**config.mk**
```make
export PLATFORM = sky130hd
export DESIGN_NAME = mem_port_arbiter
export DESIGN_NICKNAME = d
export VERILOG_FILES = /design/src/rtl/common_defs.sv /design/src/rtl/arb_prio_tracker.sv /design/src/rtl/mem_port_arbiter.sv
export SDC_FILE = /design/constraint.sdc
export NUM_CORES = 1
export LEC_CHECK = 0
export ABC_AREA = 1
export CORE_AREA = 2 2 174 176
export CTS_BUF_LIST = sky130_fd_sc_hd__clkbuf_8
export CTS_CLUSTER_DIAMETER = 60
export DETAILED_ROUTE_END_ITERATION = 8
export DIE_AREA = 0 0 176 178
export DONT_BUFFER_PORTS = 1
export GPL_ROUTABILITY_DRIVEN = 0
export SYNTH_ARGS = -nofsm -noshare
export SYNTH_HDL_FRONTEND = slang
export SYNTH_SLANG_ARGS = --single-unit
```
**constraint.sdc**
```tcl
create_clock -name clk -period 4.01 [get_ports clk]
set_input_delay 0.401 -clock clk [delete_from_list [all_inputs] [get_ports clk]]
set_output_delay 0.401 -clock clk [all_outputs]
set_load 0.01 [all_outputs]
```
**src/rtl/common_defs.sv**
```systemverilog
// Shared types for the memory port arbiter: requester ownership, FSM states
// and the all-lanes byte enable used for reads.
package common_defs;

    typedef enum logic [1:0] {
        OWN_NONE = 2'd0,
        OWN_IB   = 2'd1,
        OWN_DB   = 2'd2
    } mem_owner_t;

    typedef enum logic [1:0] {
        ST_IDLE = 2'd0,
        ST_REQ  = 2'd1,
        ST_RESP = 2'd2
    } arb_state_t;

    localparam logic [7:0] MEM_BE_ALL = 8'hFF;

endpackage

```
**src/rtl/arb_prio_tracker.sv**
```systemverilog
// Grant decision for the shared memory port. Data normally wins; a counter of
// consecutive data grants taken while a fetch waits forces one fetch grant
// once it reaches STARVE_LIMIT.
module arb_prio_tracker #(
    parameter int STARVE_LIMIT = 4
) (
    input  logic clk,
    input  logic rst_n,
    input  logic ib_waiting,   // raw fetch request level, keeps the count alive
    input  logic ib_req,       // fetch request eligible for this evaluation
    input  logic db_req,       // data request eligible for this evaluation
    input  logic arb_en,       // a grant may be issued this cycle
    output logic grant_ib,
    output logic grant_db
);

    localparam logic [3:0] LIMIT = 4'(STARVE_LIMIT);

    logic [3:0] starve_cnt_q;
    logic [3:0] starve_cnt_d;
    logic       starved;

    // Grant selection and saturating starvation count update.
    always_comb begin
        starved      = ib_waiting && (starve_cnt_q == LIMIT);
        grant_db     = arb_en && db_req && !(starved && ib_req);
        grant_ib     = arb_en && ib_req && !grant_db;
        starve_cnt_d = starve_cnt_q;
        if (!ib_waiting || grant_ib) begin
            starve_cnt_d = 4'd0;
        end else if (grant_db && (starve_cnt_q != LIMIT)) begin
            starve_cnt_d = starve_cnt_q + 4'd1;
        end
    end

    // Starvation counter register.
    always_ff @(posedge clk or negedge rst_n) begin
        if (!rst_n) begin
            starve_cnt_q <= 4'd0;
        end else begin
            starve_cnt_q <= starve_cnt_d;
        end
    end

endmodule

```
**src/rtl/mem_port_arbiter.sv**
```systemverilog
// Shares one memory request port between the fetch bus (ib) and the data bus
// (db), one transaction at a time: IDLE (arbitrate/latch) -> REQ -> RESP.
//
// Handshakes: a memory request transfers on a cycle where mem_req & mem_gnt;
// the request fields stay stable from mem_req rising until that cycle. Exactly
// one mem_rvalid comes back per accepted request, no earlier than the grant
// cycle. CPU side: a requester holds its request until its stall drops; the
// cycle stall is low is the completion cycle.
module mem_port_arbiter
    import common_defs::*;
#(
    parameter int ADDR_WIDTH   = 32,
    parameter int DATA_WIDTH   = 64,
    parameter int STARVE_LIMIT = 4
) (
    input  logic                    clk,
    input  logic                    rst_n,
    input  logic                    ib_read,
    input  logic [ADDR_WIDTH-1:0]   ib_address,
    output logic                    ib_stall,
    output logic [DATA_WIDTH-1:0]   ib_rddata,
    input  logic                    db_read,
    input  logic                    db_write,
    input  logic [ADDR_WIDTH-1:0]   db_address,
    input  logic [DATA_WIDTH/8-1:0] db_byteenable,
    input  logic [DATA_WIDTH-1:0]   db_wrdata,
    output logic                    db_stall,
    output logic [DATA_WIDTH-1:0]   db_rddata,
    output logic                    mem_req,
    output logic                    mem_we,
    output logic [ADDR_WIDTH-1:0]   mem_addr,
    output logic [DATA_WIDTH/8-1:0] mem_be,
    output logic [DATA_WIDTH-1:0]   mem_wdata,
    input  logic                    mem_gnt,
    input  logic                    mem_rvalid,
    input  logic [DATA_WIDTH-1:0]   mem_rdata,
    output arb_state_t              dbg_state
);

    localparam int BE_WIDTH = DATA_WIDTH / 8;

    arb_state_t                state_q, state_d;
    mem_owner_t                owner_q, owner_d;
    logic                      req_q, req_d;
    logic                      we_q, we_d;
    logic [ADDR_WIDTH-1:0]     addr_q, addr_d;
    logic [BE_WIDTH-1:0]       be_q, be_d;
    logic [DATA_WIDTH-1:0]     wdata_q, wdata_d;
    logic                      ib_done_q, ib_done_d;
    logic                      db_done_q, db_done_d;
    logic [DATA_WIDTH-1:0]     ib_rdata_q, ib_rdata_d;
    logic [DATA_WIDTH-1:0]     db_rdata_q, db_rdata_d;
    logic                      db_active;
    logic                      arb_en;
    logic                      grant_ib, grant_db;
    logic                      complete;

    assign db_active = db_read | db_write;

    // A completing requester cannot yet be told apart from its next request,
    // so the done cycle issues no grant at all; this also keeps data priority
    // intact when both buses stream back-to-back.
    assign arb_en = (state_q == ST_IDLE) && !ib_done_q && !db_done_q;

    arb_prio_tracker #(
        .STARVE_LIMIT (STARVE_LIMIT)
    ) u_prio (
        .clk        (clk),
        .rst_n      (rst_n),
        .ib_waiting (ib_read),
        .ib_req     (ib_read & ~ib_done_q),
        .db_req     (db_active & ~db_done_q),
        .arb_en     (arb_en),
        .grant_ib   (grant_ib),
        .grant_db   (grant_db)
    );

    // Next-state, request latching and completion handling.
    always_comb begin
        state_d    = state_q;
        owner_d    = owner_q;
        req_d      = req_q;
        we_d       = we_q;
        addr_d     = addr_q;
        be_d       = be_q;
        wdata_d    = wdata_q;
        ib_done_d  = 1'b0;
        db_done_d  = 1'b0;
        ib_rdata_d = ib_rdata_q;
        db_rdata_d = db_rdata_q;
        complete   = 1'b0;
        case (state_q)
            ST_IDLE: begin
                if (grant_ib) begin
                    owner_d = OWN_IB;
                    req_d   = 1'b1;
                    we_d    = 1'b0;
                    addr_d  = {ib_address[ADDR_WIDTH-1:3], 3'b000};
                    be_d    = {BE_WIDTH{1'b1}};
                    wdata_d = '0;
                    state_d = ST_REQ;
                end else if (grant_db) begin
                    owner_d = OWN_DB;
                    req_d   = 1'b1;
                    we_d    = db_write;
                    addr_d  = {db_address[ADDR_WIDTH-1:3], 3'b000};
                    be_d    = db_write ? db_byteenable : {BE_WIDTH{1'b1}};
                    wdata_d = db_write ? db_wrdata : '0;
                    state_d = ST_REQ;
                end
            end
            ST_REQ: begin
                if (mem_gnt) begin
                    req_d = 1'b0;
                    if (mem_rvalid) begin
                        complete = 1'b1;
                    end else begin
                        state_d = ST_RESP;
                    end
                end
            end
            ST_RESP: begin
                if (mem_rvalid) begin
                    complete = 1'b1;
                end
            end
            default: begin
                state_d = ST_IDLE;
            end
        endcase
        // A requester that dropped its request (flush) gets neither data nor done.
        if (complete) begin
            state_d = ST_IDLE;
            owner_d = OWN_NONE;
            if ((owner_q == OWN_IB) && ib_read) begin
                ib_done_d  = 1'b1;
                ib_rdata_d = mem_rdata;
            end
            if ((owner_q == OWN_DB) && db_active) begin
                db_done_d = 1'b1;
                // Write acks carry no data; keep the last read result.
                if (!we_q) begin
                    db_rdata_d = mem_rdata;
                end
            end
        end
    end

    // State, request fields and response registers.
    always_ff @(posedge clk or negedge rst_n) begin
        if (!rst_n) begin
            state_q    <= ST_IDLE;
            owner_q    <= OWN_NONE;
            req_q      <= 1'b0;
            we_q       <= 1'b0;
            addr_q     <= '0;
            be_q       <= '0;
            wdata_q    <= '0;
            ib_done_q  <= 1'b0;
            db_done_q  <= 1'b0;
            ib_rdata_q <= '0;
            db_rdata_q <= '0;
        end else begin
            state_q    <= state_d;
            owner_q    <= owner_d;
            req_q      <= req_d;
            we_q       <= we_d;
            addr_q     <= addr_d;
            be_q       <= be_d;
            wdata_q    <= wdata_d;
            ib_done_q  <= ib_done_d;
            db_done_q  <= db_done_d;
            ib_rdata_q <= ib_rdata_d;
            db_rdata_q <= db_rdata_d;
        end
    end

    assign ib_stall  = ib_read & ~ib_done_q;
    assign db_stall  = db_active & ~db_done_q;
    assign ib_rddata = ib_rdata_q;
    assign db_rddata = db_rdata_q;
    assign mem_req   = req_q;
    assign mem_we    = we_q;
    assign mem_addr  = addr_q;
    assign mem_be    = be_q;
    assign mem_wdata = wdata_q;
    assign dbg_state = state_q;

endmodule

```
==> flow_summary.ini <==
[worst_setup_path]
r2r_slack_ps = 1410
r2r-end = db_rddata[16]
crit_fanout = 56
startpoint = dbg_state[1]
critPathKind = reg -> reg
end_kind = flop
cp-start-kind = flop
r2r-start = dbg_state[1]
worstSetupEndpoint = db_rddata[16]
ff2ff_path_depth = 10
cp.required_ps = 4400
worstPathArrival_ps = 2980

[routing]
drt.antenna.violating_nets = 0
wl_um = 26400
wl_per_cell_um = 15.8
drc = 0
first_pass_iters = 5
drt_iter0_markers = 391
viasPerCell = 4.59
num_vias = 7657

[die]
die_w_um = 176
rows = 63
start_util_pct = 33.7
die_h_um = 178
io_pins = 445
die_area_mm2 = 0.0313
coreArea_mm2 = 0.0294

[cts]
cts_buffers = 40
clkSlewWorstSetupHoldPaths_ps = 70
htreeDepth = 2
cts_tree = built
cts_buffer_depth = 3
clk_latency_ps = 530
ctsHoldBuffers = 118
cts.repair.resized = 0
cts_setup_buffers = 0
cts.root.buffer_cell = clkbuf_8
cts.sinks = 241

[placed_design]
place_inst = 1480
place_area_mm2 = 0.0102
hpwl_um = 17500
post-place-ws_ps = 1430
io_buffers = 0

[finish]
fin_util_pct = 41.5
final_area_mm2 = 0.0122
diodes = 0
finalNonFillerCells = 1669
nets = 1464
area_growth_pct = 23.0
drive_gt1_share_pct = 6.41

[logic_synthesis]
avgSynthCellArea_um2 = 8.70
async_flop_share_pct = 100
yosysMostFrequentCell = nand2_1
seq_area_frac_synth_pct = 60.8
synth-seq-cells = 241
synth-main-ff-cell = dfrtp_1
synth_area_leader_cell = dfrtp_1
synthCells = 1140
netlist_area_mm2 = 0.00992
ys_warn_count = 0
synth_top_area_share_pct = 60.8
synth_edf_count = 0
yosysUniqueCellTypes = 27
netlist_top_cells_area = dfrtp_1, nand2_1, inv_1, o21ai_1, a21oi_1
synth_commonest_cells = nand2_1, dfrtp_1, inv_1

[outcome]
status = complete, but fails checks
violations = negative hold slack

[sta]
setup_slack_ps = 1410
whs_ps = -439
timing.fmax_mhz = 385
post-route-min-period_ps = 2600
rsz0062_at_grt = false
finalSetupViolations = 0
fin_crit_sh_pct = 64.8
tns_ps = 0
drv_slew = 0
worst_slew_pin_slew_ps = 1020
maxSlewHeadroom_pct = 31.9
finalClockSkew_ps = 20.5
finalHoldViolCount = 241

[power]
power_leakage_nw = 6.52
irDropWorstVdd_uv = 505
power.total_mw = 8.88
power_density_mw_per_mm2 = 728

[grt]
grt_overflow = 0
grt_max_degree = 242
grt_usage_pct = 16.1
grt_pass1_wl_um = 40400
grt_pass1_vias = 7672
antenna_found_initial = 0

[worst_hold_path]
hold_path.class = in -> async

[job]
maxCapViolations = 0
how the worst min path moves through the flow:
stage                               end  slack (ps)  cells past startpoint
after floorplan               db_done_q         110                      0
after detailed placement  db_rddata[49]         110                      0
final                      ib_rddata[2]        -440                      0
after global placement    db_rddata[44]         110                      0
after global routing       ib_rddata[2]        -500                      0
after CTS                 ib_rddata[51]        -500                      0
registers in the layout, indices dropped and copies added, names as in the netlist:
| register | flops |
|---|---|
| ib_done_q | 1 |
| mem_addr | 29 |
| ib_rddata | 64 |
| u_prio.starve_cnt_q | 4 |
| db_done_q | 1 |
| db_rddata | 64 |
| owner_q | 2 |
| mem_we | 1 |
| mem_req | 1 |
| mem_wdata | 64 |
| dbg_state | 2 |
| mem_be | 8 |
kinds of logic (layout without fill, tap and decap cells):
kind of cell    after synthesis  after routing  synth area share (%)
flops                       241            241                  60.8
other cells                   1              3                0.0378
simple gates                521            521                  21.1
buf+inv                     222            359                  9.49
xor+xnor                      2              2                 0.177
compound gates              146            146                  7.49
fa+ha+maj                     7              7                 0.883
worst max-delay path: stages (launching register included):
cell and delay, ps:
dfrtp_1 460, inv_1 160, ha_1 220, nand2_1 70
nand2_1 90, nand3_4 140, inv_2 120, nand3_4 440
buf_4 510, nand2_1 110, o21ai_1 80
cells in the final DEF (no fill, tap or decap), types with 2 or more instances in the layout:
master,count
a21oi_1,67
buf_12,2
buf_4,8
clkbuf_8,53
clkinv_2,3
conb_1,3
dfrtp_1,241
dlygate4sd3_1,118
ha_1,7
inv_1,166
inv_2,5
inv_8,2
nand2_1,372
nand3_1,63
nand3_4,2
nand4_1,6
nor2_1,71
nor2_4,3
o21ai_1,76
xor2_1,2
where the power goes:
group	internal (mW)	switching (mW)	leakage [nW]
registers	3.43	1.28	3.12
logic	0.742	1.24	2.92
clock network	1.19	0.987	0.476
total	5.37	3.52	6.52
layer usage:
| layer | track usage [%] | vias to the layer above | routed length, um |
|---|---|---|---|
| li1 | - | 3697 | - |
| met1 | 17.9 | 3548 | 9940 |
| met2 | 27.8 | 364 | 12900 |
| met3 | 6.84 | 48 | 2950 |
| met4 | 5.27 | 0 | 666 |
| met5 | 0 | - | 0 |
area by class of cell:
class	count	area, um^2
Clock buffer	53	729
Clock inverter	18	98.8
Fill cell	2822	17200
Inverter	160	601
Multi-Input combinational cell	679	2970
Sequential cell	241	6030
Tap cell	390	488
Timing Repair Buffer	128	1280
Note: power is estimated with default switching activity, not from simulation.
